File: src/rtl/flag_sequencer_if.sv
// Bundle of button, auto-cycle and frame controls going into flag_sequencer,
// plus the index outputs it returns to the flag colour lookup.
interface flag_sequencer_if #(
  parameter int IDX_W   = 7,
  parameter int DWELL_W = 8
);
  logic               btn_clear;
  logic               btn_next;
  logic               btn_prev;
  logic               btn_load;
  logic [IDX_W-1:0]   load_value;
  logic               auto_en;
  logic [DWELL_W-1:0] dwell;
  logic               frame_start;
  logic [IDX_W-1:0]   flag_idx;
  logic [IDX_W-1:0]   pending_idx;
  logic               changed;

  modport master (
    output btn_clear, btn_next, btn_prev, btn_load, load_value, auto_en, dwell, frame_start,
    input  flag_idx, pending_idx, changed
  );

  modport slave (
    input  btn_clear, btn_next, btn_prev, btn_load, load_value, auto_en, dwell, frame_start,
    output flag_idx, pending_idx, changed
  );
endinterface

File: src/rtl/flag_sequencer.sv
// Turns raw push buttons into a frame-synchronised flag index: synchronise, debounce,
// priority-decode commands, optionally auto-advance, and commit at frame start.
module flag_sequencer #(
  parameter int NUM_FLAGS     = 64,
  parameter int IDX_W         = 7,
  parameter int DEBOUNCE_W    = 16,
  parameter int DWELL_W       = 8,
  parameter int SYNC_TO_FRAME = 1
) (
  input logic             clk,
  input logic             reset,
  flag_sequencer_if.slave bus
);

  localparam logic [IDX_W-1:0]      LAST_IDX = IDX_W'(NUM_FLAGS - 1);
  localparam logic [IDX_W-1:0]      ZERO_IDX = {IDX_W{1'b0}};
  localparam logic [DEBOUNCE_W-1:0] DB_MAX   = {DEBOUNCE_W{1'b1}};
  localparam logic [DEBOUNCE_W-1:0] DB_ZERO  = {DEBOUNCE_W{1'b0}};
  localparam logic [DWELL_W-1:0]    DW_ZERO  = {DWELL_W{1'b0}};

  // Button bit order throughout: [0]=clear, [1]=next, [2]=prev, [3]=load.
  logic [3:0]                 raw_s;
  logic [3:0]                 sync1_q;
  logic [3:0]                 sync2_q;
  logic [3:0]                 level_q;
  logic [3:0]                 level_d;
  logic [3:0]                 press_s;
  logic [3:0][DEBOUNCE_W-1:0] db_cnt_q;
  logic [3:0][DEBOUNCE_W-1:0] db_cnt_d;
  logic [DWELL_W-1:0]         dwell_cnt_q;
  logic [DWELL_W-1:0]         dwell_cnt_d;
  logic [DWELL_W-1:0]         dwell_lim_s;
  logic                       auto_adv_s;
  logic [IDX_W-1:0]           pending_q;
  logic [IDX_W-1:0]           pending_d;
  logic [IDX_W-1:0]           flag_q;
  logic [IDX_W-1:0]           flag_d;
  logic                       changed_q;

  function automatic logic [IDX_W-1:0] step_up(input logic [IDX_W-1:0] v);
    return (v == LAST_IDX) ? ZERO_IDX : v + IDX_W'(1);
  endfunction

  function automatic logic [IDX_W-1:0] step_down(input logic [IDX_W-1:0] v);
    return (v == ZERO_IDX) ? LAST_IDX : v - IDX_W'(1);
  endfunction

  assign raw_s = {bus.btn_load, bus.btn_prev, bus.btn_next, bus.btn_clear};

  // Debounce: the level flips only on the cycle the counter is saturated and still disagreeing.
  always_comb begin
    level_d  = level_q;
    db_cnt_d = db_cnt_q;
    press_s  = 4'b0000;
    for (int i = 0; i < 4; i++) begin
      if (sync2_q[i] == level_q[i]) begin
        db_cnt_d[i] = DB_ZERO;
      end else if (db_cnt_q[i] == DB_MAX) begin
        level_d[i]  = sync2_q[i];
        db_cnt_d[i] = DB_ZERO;
        press_s[i]  = sync2_q[i];
      end else begin
        db_cnt_d[i] = db_cnt_q[i] + DEBOUNCE_W'(1);
      end
    end
  end

  assign dwell_lim_s = (bus.dwell == DW_ZERO) ? DW_ZERO : bus.dwell - DWELL_W'(1);

  // Dwell counting; a manual command both resets the count and suppresses the auto-advance.
  always_comb begin
    dwell_cnt_d = dwell_cnt_q;
    auto_adv_s  = 1'b0;
    if (press_s != 4'b0000) begin
      dwell_cnt_d = DW_ZERO;
    end else if (!bus.auto_en) begin
      dwell_cnt_d = DW_ZERO;
    end else if (bus.frame_start) begin
      if (dwell_cnt_q == dwell_lim_s) begin
        dwell_cnt_d = DW_ZERO;
        auto_adv_s  = 1'b1;
      end else begin
        dwell_cnt_d = dwell_cnt_q + DWELL_W'(1);
      end
    end else begin
      dwell_cnt_d = dwell_cnt_q;
    end
  end

  // Priority command decode: clear > next > prev > load > auto.
  always_comb begin
    pending_d = pending_q;
    if (press_s[0]) begin
      pending_d = ZERO_IDX;
    end else if (press_s[1]) begin
      pending_d = step_up(pending_q);
    end else if (press_s[2]) begin
      pending_d = step_down(pending_q);
    end else if (press_s[3]) begin
      pending_d = (bus.load_value > LAST_IDX) ? LAST_IDX : bus.load_value;
    end else if (auto_adv_s) begin
      pending_d = step_up(pending_q);
    end else begin
      pending_d = pending_q;
    end
  end

  // Commit point for the visible index.
  always_comb begin
    flag_d = flag_q;
    if (SYNC_TO_FRAME == 0) begin
      flag_d = pending_d;
    end else if (bus.frame_start) begin
      flag_d = pending_d;
    end else begin
      flag_d = flag_q;
    end
  end

  // All state, cleared by the synchronous reset.
  always_ff @(posedge clk) begin
    if (reset) begin
      sync1_q     <= 4'b0000;
      sync2_q     <= 4'b0000;
      level_q     <= 4'b0000;
      db_cnt_q    <= {4{DB_ZERO}};
      dwell_cnt_q <= DW_ZERO;
      pending_q   <= ZERO_IDX;
      flag_q      <= ZERO_IDX;
      changed_q   <= 1'b0;
    end else begin
      sync1_q     <= raw_s;
      sync2_q     <= sync1_q;
      level_q     <= level_d;
      db_cnt_q    <= db_cnt_d;
      dwell_cnt_q <= dwell_cnt_d;
      pending_q   <= pending_d;
      flag_q      <= flag_d;
      changed_q   <= (flag_d != flag_q);
    end
  end

  assign bus.flag_idx    = flag_q;
  assign bus.pending_idx = pending_q;
  assign bus.changed     = changed_q;

endmodule

File: src/flat_wrapper.sv
// flat-port wrapper written by rule: the top's interface ports become plain ports
module flag_sequencer_flat 
#(
  parameter int NUM_FLAGS     = 64,
  parameter int IDX_W         = 7,
  parameter int DEBOUNCE_W    = 16,
  parameter int DWELL_W       = 8,
  parameter int SYNC_TO_FRAME = 1
)
  (clk, reset, bus_btn_clear, bus_btn_next, bus_btn_prev, bus_btn_load, bus_load_value, bus_auto_en, bus_dwell, bus_frame_start, bus_flag_idx, bus_pending_idx, bus_changed);
  flag_sequencer_if #(.IDX_W(IDX_W), .DWELL_W(DWELL_W)) bus_i ();
  input logic clk;
  input logic reset;
  input wire logic [$bits(bus_i.btn_clear)-1:0] bus_btn_clear;
  input wire logic [$bits(bus_i.btn_next)-1:0] bus_btn_next;
  input wire logic [$bits(bus_i.btn_prev)-1:0] bus_btn_prev;
  input wire logic [$bits(bus_i.btn_load)-1:0] bus_btn_load;
  input wire logic [$bits(bus_i.load_value)-1:0] bus_load_value;
  input wire logic [$bits(bus_i.auto_en)-1:0] bus_auto_en;
  input wire logic [$bits(bus_i.dwell)-1:0] bus_dwell;
  input wire logic [$bits(bus_i.frame_start)-1:0] bus_frame_start;
  output wire logic [$bits(bus_i.flag_idx)-1:0] bus_flag_idx;
  output wire logic [$bits(bus_i.pending_idx)-1:0] bus_pending_idx;
  output wire logic [$bits(bus_i.changed)-1:0] bus_changed;
  assign bus_i.btn_clear = bus_btn_clear;
  assign bus_i.btn_next = bus_btn_next;
  assign bus_i.btn_prev = bus_btn_prev;
  assign bus_i.btn_load = bus_btn_load;
  assign bus_i.load_value = bus_load_value;
  assign bus_i.auto_en = bus_auto_en;
  assign bus_i.dwell = bus_dwell;
  assign bus_i.frame_start = bus_frame_start;
  assign bus_flag_idx = bus_i.flag_idx;
  assign bus_pending_idx = bus_i.pending_idx;
  assign bus_changed = bus_i.changed;
  flag_sequencer #(.NUM_FLAGS(NUM_FLAGS), .IDX_W(IDX_W), .DEBOUNCE_W(DEBOUNCE_W), .DWELL_W(DWELL_W), .SYNC_TO_FRAME(SYNC_TO_FRAME)) u_core (.clk(clk), .reset(reset), .bus(bus_i));
endmodule
File: config.mk
export PLATFORM = sky130hd
export DESIGN_NAME = flag_sequencer_flat
export DESIGN_NICKNAME = d
export VERILOG_FILES = /design/src/rtl/flag_sequencer_if.sv /design/src/rtl/flag_sequencer.sv /design/src/flat_wrapper.sv
export SDC_FILE = /design/constraint.sdc
export NUM_CORES = 1
export LEC_CHECK = 0
export CAP_MARGIN = 20
export CORE_MARGIN = 2
export CORE_UTILIZATION = 50
export DETAILED_ROUTE_END_ITERATION = 8
export GPL_ROUTABILITY_DRIVEN = 0
export GPL_TIMING_DRIVEN = 0
export PLACE_DENSITY = 0.74
export SYNTH_ARGS = -nofsm -noshare
export SYNTH_HDL_FRONTEND = slang
export SYNTH_SLANG_ARGS = --single-unit
File: constraint.sdc
create_clock -name clk -period 5.2 [get_ports clk]
set_clock_uncertainty 0.1 [all_clocks]
set_input_delay 0.52 -clock clk [delete_from_list [all_inputs] [get_ports clk]]
set_output_delay 0.52 -clock clk [all_outputs]
set_load 0.05 [all_outputs]
==> key figures, run 1 <==
Power
  • Net Sw Frac: between 20 and 25%
  • Power Density: between 200 and 250 mW/mm2
  • NetSw: about 0.30 mW
  • Seq pwr share: between 50 and 60%
  • Share of total power in combinational logic: under 10%
  • Leak pwr: around 2.0 nW
  • Worst vdd ir: ~0.0002 V
  • Internal power: roughly 1.0 mW
  • Clk network pwr share: 35.5%

Timing
  • Fmax achieved: roughly 220 MHz
  • Setup Viol. Count Final: 0
  • Final period util: approximately 87%
  • WHS: about 350 ps
  • RSZ-0062 raised after global routing: false
  • Max-slew violation count: 0
  • Worst Tran Pin Value: a little under 900 ps
  • Slew Limit Headroom: a little over two fifths
  • Total negative slack: 0 ps
  • Fin crit period: 4510 ps
  • Final Hold Viols: 0

Global route
  • GRT Overall Usage: 21.1%
  • Largest net degree at the start of global routing: 16
  • Total global routing overflow: 0
  • Antenna violations before repair: 0
  • Number of global-route vias before repair: 4300
  • First-pass GRT wire length: 19.3 mm

Logic synthesis
  • Synth warn: 0
  • Post-synthesis cell area: ~0.0052 mm2
  • Post-Synthesis Mean Instance Area: between 8 and 9 um2
  • Post-synth top flop: dfxtp_1
  • Cell variety after synth: 61
  • Synth async-reset ratio: 0%
  • Post-Syn Instances: between 600 and 700
  • Number of synthesized flops with an enable pin: 0
  • Post-synthesis register bit count: between 90 and 100
  • Post-synthesis sequential area ratio: 37.9%
  • Post-Syn Nets: between 600 and 700

Die
  • Initial Utilization: 51.1%
  • Top Ports: 38
  • Die ar.: approximately 0.011 mm2
  • DIE HEIGHT: between 100 and 150 um
  • Die extent in x: between 100 and 150 um
  • Core footprint: between 0.01 and 0.015 mm2
  • Rows: 37

Finish
  • Finished Layout Cells: 832
  • Layout area overhead: 13.4%
  • Layout net count: just over 700
  • Commonest non-fill, non-tap cell in the layout: nor2_1
  • Final Util: 58.0%
  • Layout cells sized above 1: 4.60%
  • Most frequent cells in the layout: 119 x nor2_1, 99 x dfxtp_1, 53 x nand2_1
  • # diodes: 0

Clocking
  • Sink Count: between 90 and 100
  • PostCTS Resize Cnt: 0
  • Worst-path clk slew: roughly 90 ps
  • # H-tree levels: 3
  • CTS tree: yes
  • # hold bufs at CTS: 0
  • Root buffer cell: clkbuf_8
  • Worst-Skew Late Latency: roughly 370 ps
  • CTS Buf Count: 9
  • Post-CTS setup buffers: 0
  • Max Buffers Root-to-Sink: 2

Route
  • Initial DRC Count: ~300
  • WL/cell: 13.9 um
  • Vias per cell: between 5 and 6
  • Post-Route WL: between 10 and 15 mm
  • DRC Markers: 0
  • Vias post-DR: ~4700
  • ANT nets after route: 0
  • DR pass1 iterations: 7

Critical path
  • Worst Path Required: 5340 ps
  • WS Path Type: in2reg
  • Startpoint types: input port
  • Worst Setup End Kind: flip-flop
  • CP Max Fanout: 10
  • Reg2reg path depth: 13
  • Critical path data arrival time: between 4000 and 5000 ps

Placement
  • I/O Buffers: 35
  • Placed insts: around 800
  • HPWL after DPL: ~8.7 mm

Flow run
  • Max_cap viols: 0

Worst hold path
  • WHS Path Cells: 1
  • Hold/Removal Path Class: reg2reg

Outcome
  • Status: completed
-- cell type report --
cell class,count,area [um2]
Buffer,21,106
Fill cell,938,4300
Multi-Input combinational cell,500,3050
Clock inverter,3,21.3
Sequential cell,99,1980
Inverter,25,93.8
Clock buffer,13,159
Tap cell,136,170
Timing Repair Buffer,35,350
-- worst max-delay path, cell delays in order --
cell and delay (ps):
clkdlybuf4s50_1 510, inv_1 120, ha_1 140, buf_2 190, or4b_4 500, nor4b_1 360
o21ai_0 180, a221oi_2 320, nand4_4 210, or2_1 270, buf_6 140, mux2i_1 220
o21ai_0 120, or4_1 540, o311a_1 320
-- state kept, by name, indices dropped and copies added, names as in the netlist --
register / cells
u_core.dwell_cnt_q: 8
u_core.bus.flag_idx: 7
u_core.bus.changed: 1
u_core.level_q: 4
u_core.bus.pending_idx: 7
u_core.db_cnt_q: 64
u_core.sync1_q: 4
u_core.sync2_q: 4
-- path summary, 6_finish.rpt --
check | startpoint | endpoint | slack (ps)
min | u_core.sync1_q[1] | u_core.sync2_q[1] | 350
max reg2reg | u_core.db_cnt_q[0] | u_core.bus.changed | 1150
min reg2reg | u_core.sync1_q[1] | u_core.sync2_q[1] | 350
max | bus_dwell[0] | u_core.bus.changed | 690
-- per-stage QoR --
| step | cell area (um2) | worst slack [ps] | total power [mW] |
|---|---|---|---|
| 2_1_floorplan | 5230 | 1250 | 0.820 |
| 3_3_place_gp | 5750 | 440 | 0.849 |
| 3_5_place_dp | 5750 | 338 | 0.851 |
| 4_1_cts | 5930 | 714 | 1.30 |
| 5_1_grt | 5930 | 471 | 1.34 |
| 6_report | 5930 | 687 | 1.29 |
-- layer usage --
layer  global-route usage (%)  share of wire, %
met5                        0                 0
met4                     6.77               2.0
met3                     5.03               6.8
met2                     34.8                46
met1                     27.3                45
-- cell usage after synthesis (all sizes together) (3+ instances only) --
master | instances | area [um2]
clkbuf | 16 | 60.1
xnor2 | 32 | 280
nor4 | 7 | 43.8
and4 | 6 | 52.6
inv | 25 | 93.8
nand2 | 53 | 199
and2 | 10 | 62.6
dfxtp | 99 | 1980
nand2b | 8 | 50.1
nor2b | 9 | 56.3
and3 | 11 | 68.8
o21ai | 12 | 60.1
or4 | 7 | 52.6
xor2 | 42 | 368
mux2i | 12 | 120
nand3 | 40 | 200
a21oi | 20 | 100
a31oi | 7 | 43.8
or2 | 4 | 25.0
o21a | 5 | 37.5
o221ai | 6 | 52.6
or3 | 11 | 68.8
nor2 | 119 | 447
ha | 8 | 100
buf | 5 | 46.3
nor3 | 15 | 75.1
nor4b | 3 | 26.3
nand4 | 13 | 96.3
o31ai | 3 | 22.5
-- power groups by stage --
stage	registers (mW)	logic [mW]	clock network [mW]
2_1_floorplan	0.785	0.0352	0
3_3_place_gp	0.784	0.0657	0
3_5_place_dp	0.784	0.0671	0
4_1_cts	0.766	0.0674	0.468
5_1_grt	0.767	0.0739	0.502
6_report	0.766	0.0671	0.458
-- cells by family (layout without fill, tap and decap cells) --
| family | after synthesis | count (layout) | synth area share (%) |
|---|---|---|---|
| AO/OA/AOI/OAI | 77 | 77 | 10.2 |
| buffers and inverters | 46 | 97 | 3.83 |
| flip-flops | 99 | 99 | 37.9 |
| AND/OR/NAND/NOR | 327 | 327 | 31.1 |
| adder cells (fa/ha/maj) | 8 | 8 | 1.91 |
| XOR/XNOR | 74 | 74 | 12.4 |
| multiplexers | 14 | 14 | 2.73 |
(Power assumes the default switching activity.)
==> run 2, diff against run 1 <==
ABC_AREA = 1   (was default)
GPL_TIMING_DRIVEN = 1   (was 0)
clock period = 4.5 ns   (was 5.2 ns; I/O delays follow)
==> run 2 against run 1 <==
Net effect:
- count of clock-buffer cells in the layout down 4
- sequential power is 16% higher
- clock power rose by 21%
- flip-flop and latch count is the same
- via count grew 1.8%
- global-route usage is 0.21 points lower
- combinational power rose by 70%
- setup slack better by 800 ps
- die area rose by 0.14%
- power up 21%
- largest cell class unchanged
==> key figures, run 2 <==
Outcome
  • Status: completed

Finish
  • Register Area: 0.00198 mm2
  • Layout cells sized above 1: 7.78%
  • Regs by FF count: u_core.db_cnt_q x64, u_core.dwell_cnt_q x8
  • Fill cell count: between 900 and 1000
  • Largest Register: u_core.db_cnt_q
  • Max FFs per register: 64
  • Most frequent cells in the layout: 165 x nand2_1, 125 x nor2_1, 107 x inv_1
  • Commonest non-fill, non-tap cell in the layout: nand2_1
  • Fin area: a little under 0.006 mm2
  • Layout area overhead: 13.3%
  • # diodes: 0
  • Area occupied by multi-input gates: roughly 0.0028 mm2
  • Layout net count: 836

Route
  • Vias per cell: between 5 and 6
  • Metal2 WL: a little under 5 mm
  • WL/cell: about 12 um
  • Top Layer Used: met4
  • Wl on met1: 5.01 mm
  • Met3 wire length: 745 um
  • Post-Route WL: about 11 mm
  • Initial DRC Count: approximately 180
  • DR pass1 iterations: 5
  • ANT nets after route: 0
  • DRC Markers: 0
  • Vias post-DR: 4749

Logic synthesis
  • Synth area leader: dfxtp_1
  • Most common cell in the netlist: nand2_1
  • Synth async-reset ratio: 0%
  • Synth top area share: a little under two fifths
  • Number of synthesized flops with an enable pin: 0
  • Post-Syn Nets: about 800
  • Post-synthesis register bit count: ~100
  • Post-synthesis cell area: between 0.005 and 0.006 mm2
  • Post-Syn Instances: 767
  • Post-Synthesis Mean Instance Area: 6.83 um2
  • Synth warn: 0
  • Cell variety after synth: 36
  • Commonest cells post-synth: 165 x nand2_1, 125 x nor2_1, 107 x inv_1
  • Largest cells by area after synthesis: dfxtp_1 38%, nand2_1 12%, nor2_1 9.0%, inv_1 7.7%, nand3_1 5.0%
  • Post-synthesis sequential area ratio: a little under two fifths
  • Post-synth top flop: dfxtp_1

Power
  • Leak pwr: between 2 and 2.5 nW
  • Worst vdd ir: between 0.0002 and 0.0003 V
  • Power Density: around 260 mW/mm2

Critical path
  • WS Path Type: in2reg
  • Worst R2R Start: u_core.db_cnt_q[0]
  • R2R Setup Slk: around 1700 ps
  • Worst reg2reg path endpoint: u_core.bus.changed
  • Critical path data arrival time: 3200 ps
  • CP Max Fanout: 9
  • Startpoint types: input port
  • Worst Path Required: 4680 ps
  • Worst Setup End Kind: flip-flop
  • Reg2reg path depth: 22

Clocking
  • # H-tree levels: 3
  • Worst-Skew Late Latency: roughly 380 ps
  • Max Buffers Root-to-Sink: 2
  • PostCTS Resize Cnt: 0
  • # hold bufs at CTS: 0
  • Worst-path clk slew: ~100 ps
  • Sink Count: between 90 and 100
  • CTS Buf Count: 9
  • Root buffer cell: clkbuf_8
  • CTS tree: yes
  • Post-CTS setup buffers: 0

Die
  • Top Ports: 38
  • Initial Utilization: 51.2%
  • DIE HEIGHT: between 100 and 150 um
  • Core footprint: 0.0102 mm2
  • Die extent in x: around 110 um
  • Die ar.: between 0.01 and 0.015 mm2
  • Rows: 37

Placement
  • HPWL after DPL: approximately 8.4 mm
  • I/O Buffers: 37
  • Cell Area, Placed: between 0.005 and 0.006 mm2

Worst hold path
  • Hold EP: u_core.sync2_q[1]
  • WHS Path Cells: 2
  • Hold/Removal Path Class: reg2reg
  • Hold path start: u_core.sync1_q[1]

Timing
  • RSZ-0062 raised after global routing: false
  • Total negative slack: 0 ps
  • Final period util: 66.9%
  • Worst Tran Pin Value: 855 ps
  • WHS: between 300 and 400 ps
  • Final Hold Viols: 0
  • Max-slew violation count: 0
  • Slew Limit Headroom: a little over two fifths
  • Fmax achieved: between 300 and 400 MHz
  • Setup Viol. Count Final: 0
  • Fin crit period: 3010 ps

Flow run
  • Max_cap viols: 0

Global route
  • GRT Overall Usage: about a fifth
  • Antenna violations before repair: 0
  • Total global routing overflow: 0
  • First-pass GRT wire length: roughly 19 mm
  • Number of global-route vias before repair: 4535
  • Largest net degree at the start of global routing: 41
==> run 2: cell types whose count changed after synthesis, sizes merged, moves of 9 or more <==
cell / before / now
nand2: 53 / 178
inv: 25 / 109
nor2: 119 / 140
xnor2: 32 / 12
xor2: 42 / 22
nand3: 40 / 57
a21oi: 20 / 34
mux2i: 12 / 0
nand4: 13 / 24
nor3b: 2 / 13
or3: 11 / 0
and2: 10 / 0
nor2b: 9 / 0
==> run 2: critical path, cell delays in order <==
cell and delay, ps:
clkdlybuf4s50_1 470, inv_1 90, ha_1 280, nand2_1 110, nor2_2 40, nand2_2 150
nand3_1 100, nand2_1 70, nand2_1 40, nor2_1 150, nand2_2 110, nor2_8 160
nand4_1 100, nand3_1 100, nand2_1 60, nand2_1 50, nand2_1 50, nand2_1 100
nand2_2 80, nand3_1 70, nand2_1 70, nor2_1 100, nand3_1 80, nand2_1 60
inv_1 40
==> run 2: area by class of cell <==
type	count	share of cell area [%]
inverter	109	6.90
clock buffer	9	2.09
sequential	99	33.4
timing repair buffer	39	6.50
clock inverter	7	1.08
multi-input combinational	547	47.2
tap	136	2.87
==> run 2: power by group <==
group | switching (mW) | internal (mW)
clock network | 0.337 | 0.217
logic | 0.0697 | 0.0448
registers | 0.00654 | 0.885
==> run 2: per-layer routing <==
layer | GRT usage [%] | vias up
met3 | 5.58 | 25
met5 | 0 | -
met1 | 25.6 | 2107
met2 | 35.0 | 108
met4 | 8.27 | 0
li1 | - | 2509
==> run 2: stage by stage <==
stage / util (%) / setup slack, ps / power [mW] / instances
floorplan: - / 1890 / 0.982 / 767
CTS: 58.0 / 1530 / 1.58 / 946
finish: 58.0 / 1490 / 1.56 / 946
global route: 58.0 / 1170 / 1.62 / 946
detailed placement: 56.1 / 1140 / 1.03 / 930
global placement: 56.1 / 1190 / 1.02 / 930
==> run 2: cells by family after synthesis <==
kind of cell / share of synthesized area (%)
xor+xnor: 5.69
buf+inv: 8.72
compound gates: 6.21
flops: 37.8
fa+ha+maj: 1.91
simple gates: 39.6
==> run 2: worst max-delay path by stage <==
stage	startpoint	end	slack, ps	cells after the start
6_report	bus_dwell[0]	u_core.bus.changed	1490	25
5_1_grt	bus_dwell[0]	u_core.bus.changed	1170	24
4_1_cts	bus_dwell[0]	u_core.bus.changed	1530	24
3_5_place_dp	bus_dwell[0]	u_core.bus.changed	1140	24
3_3_place_gp	bus_dwell[0]	u_core.bus.changed	1190	25
2_1_floorplan	bus_dwell[0]	u_core.bus.changed	1890	23
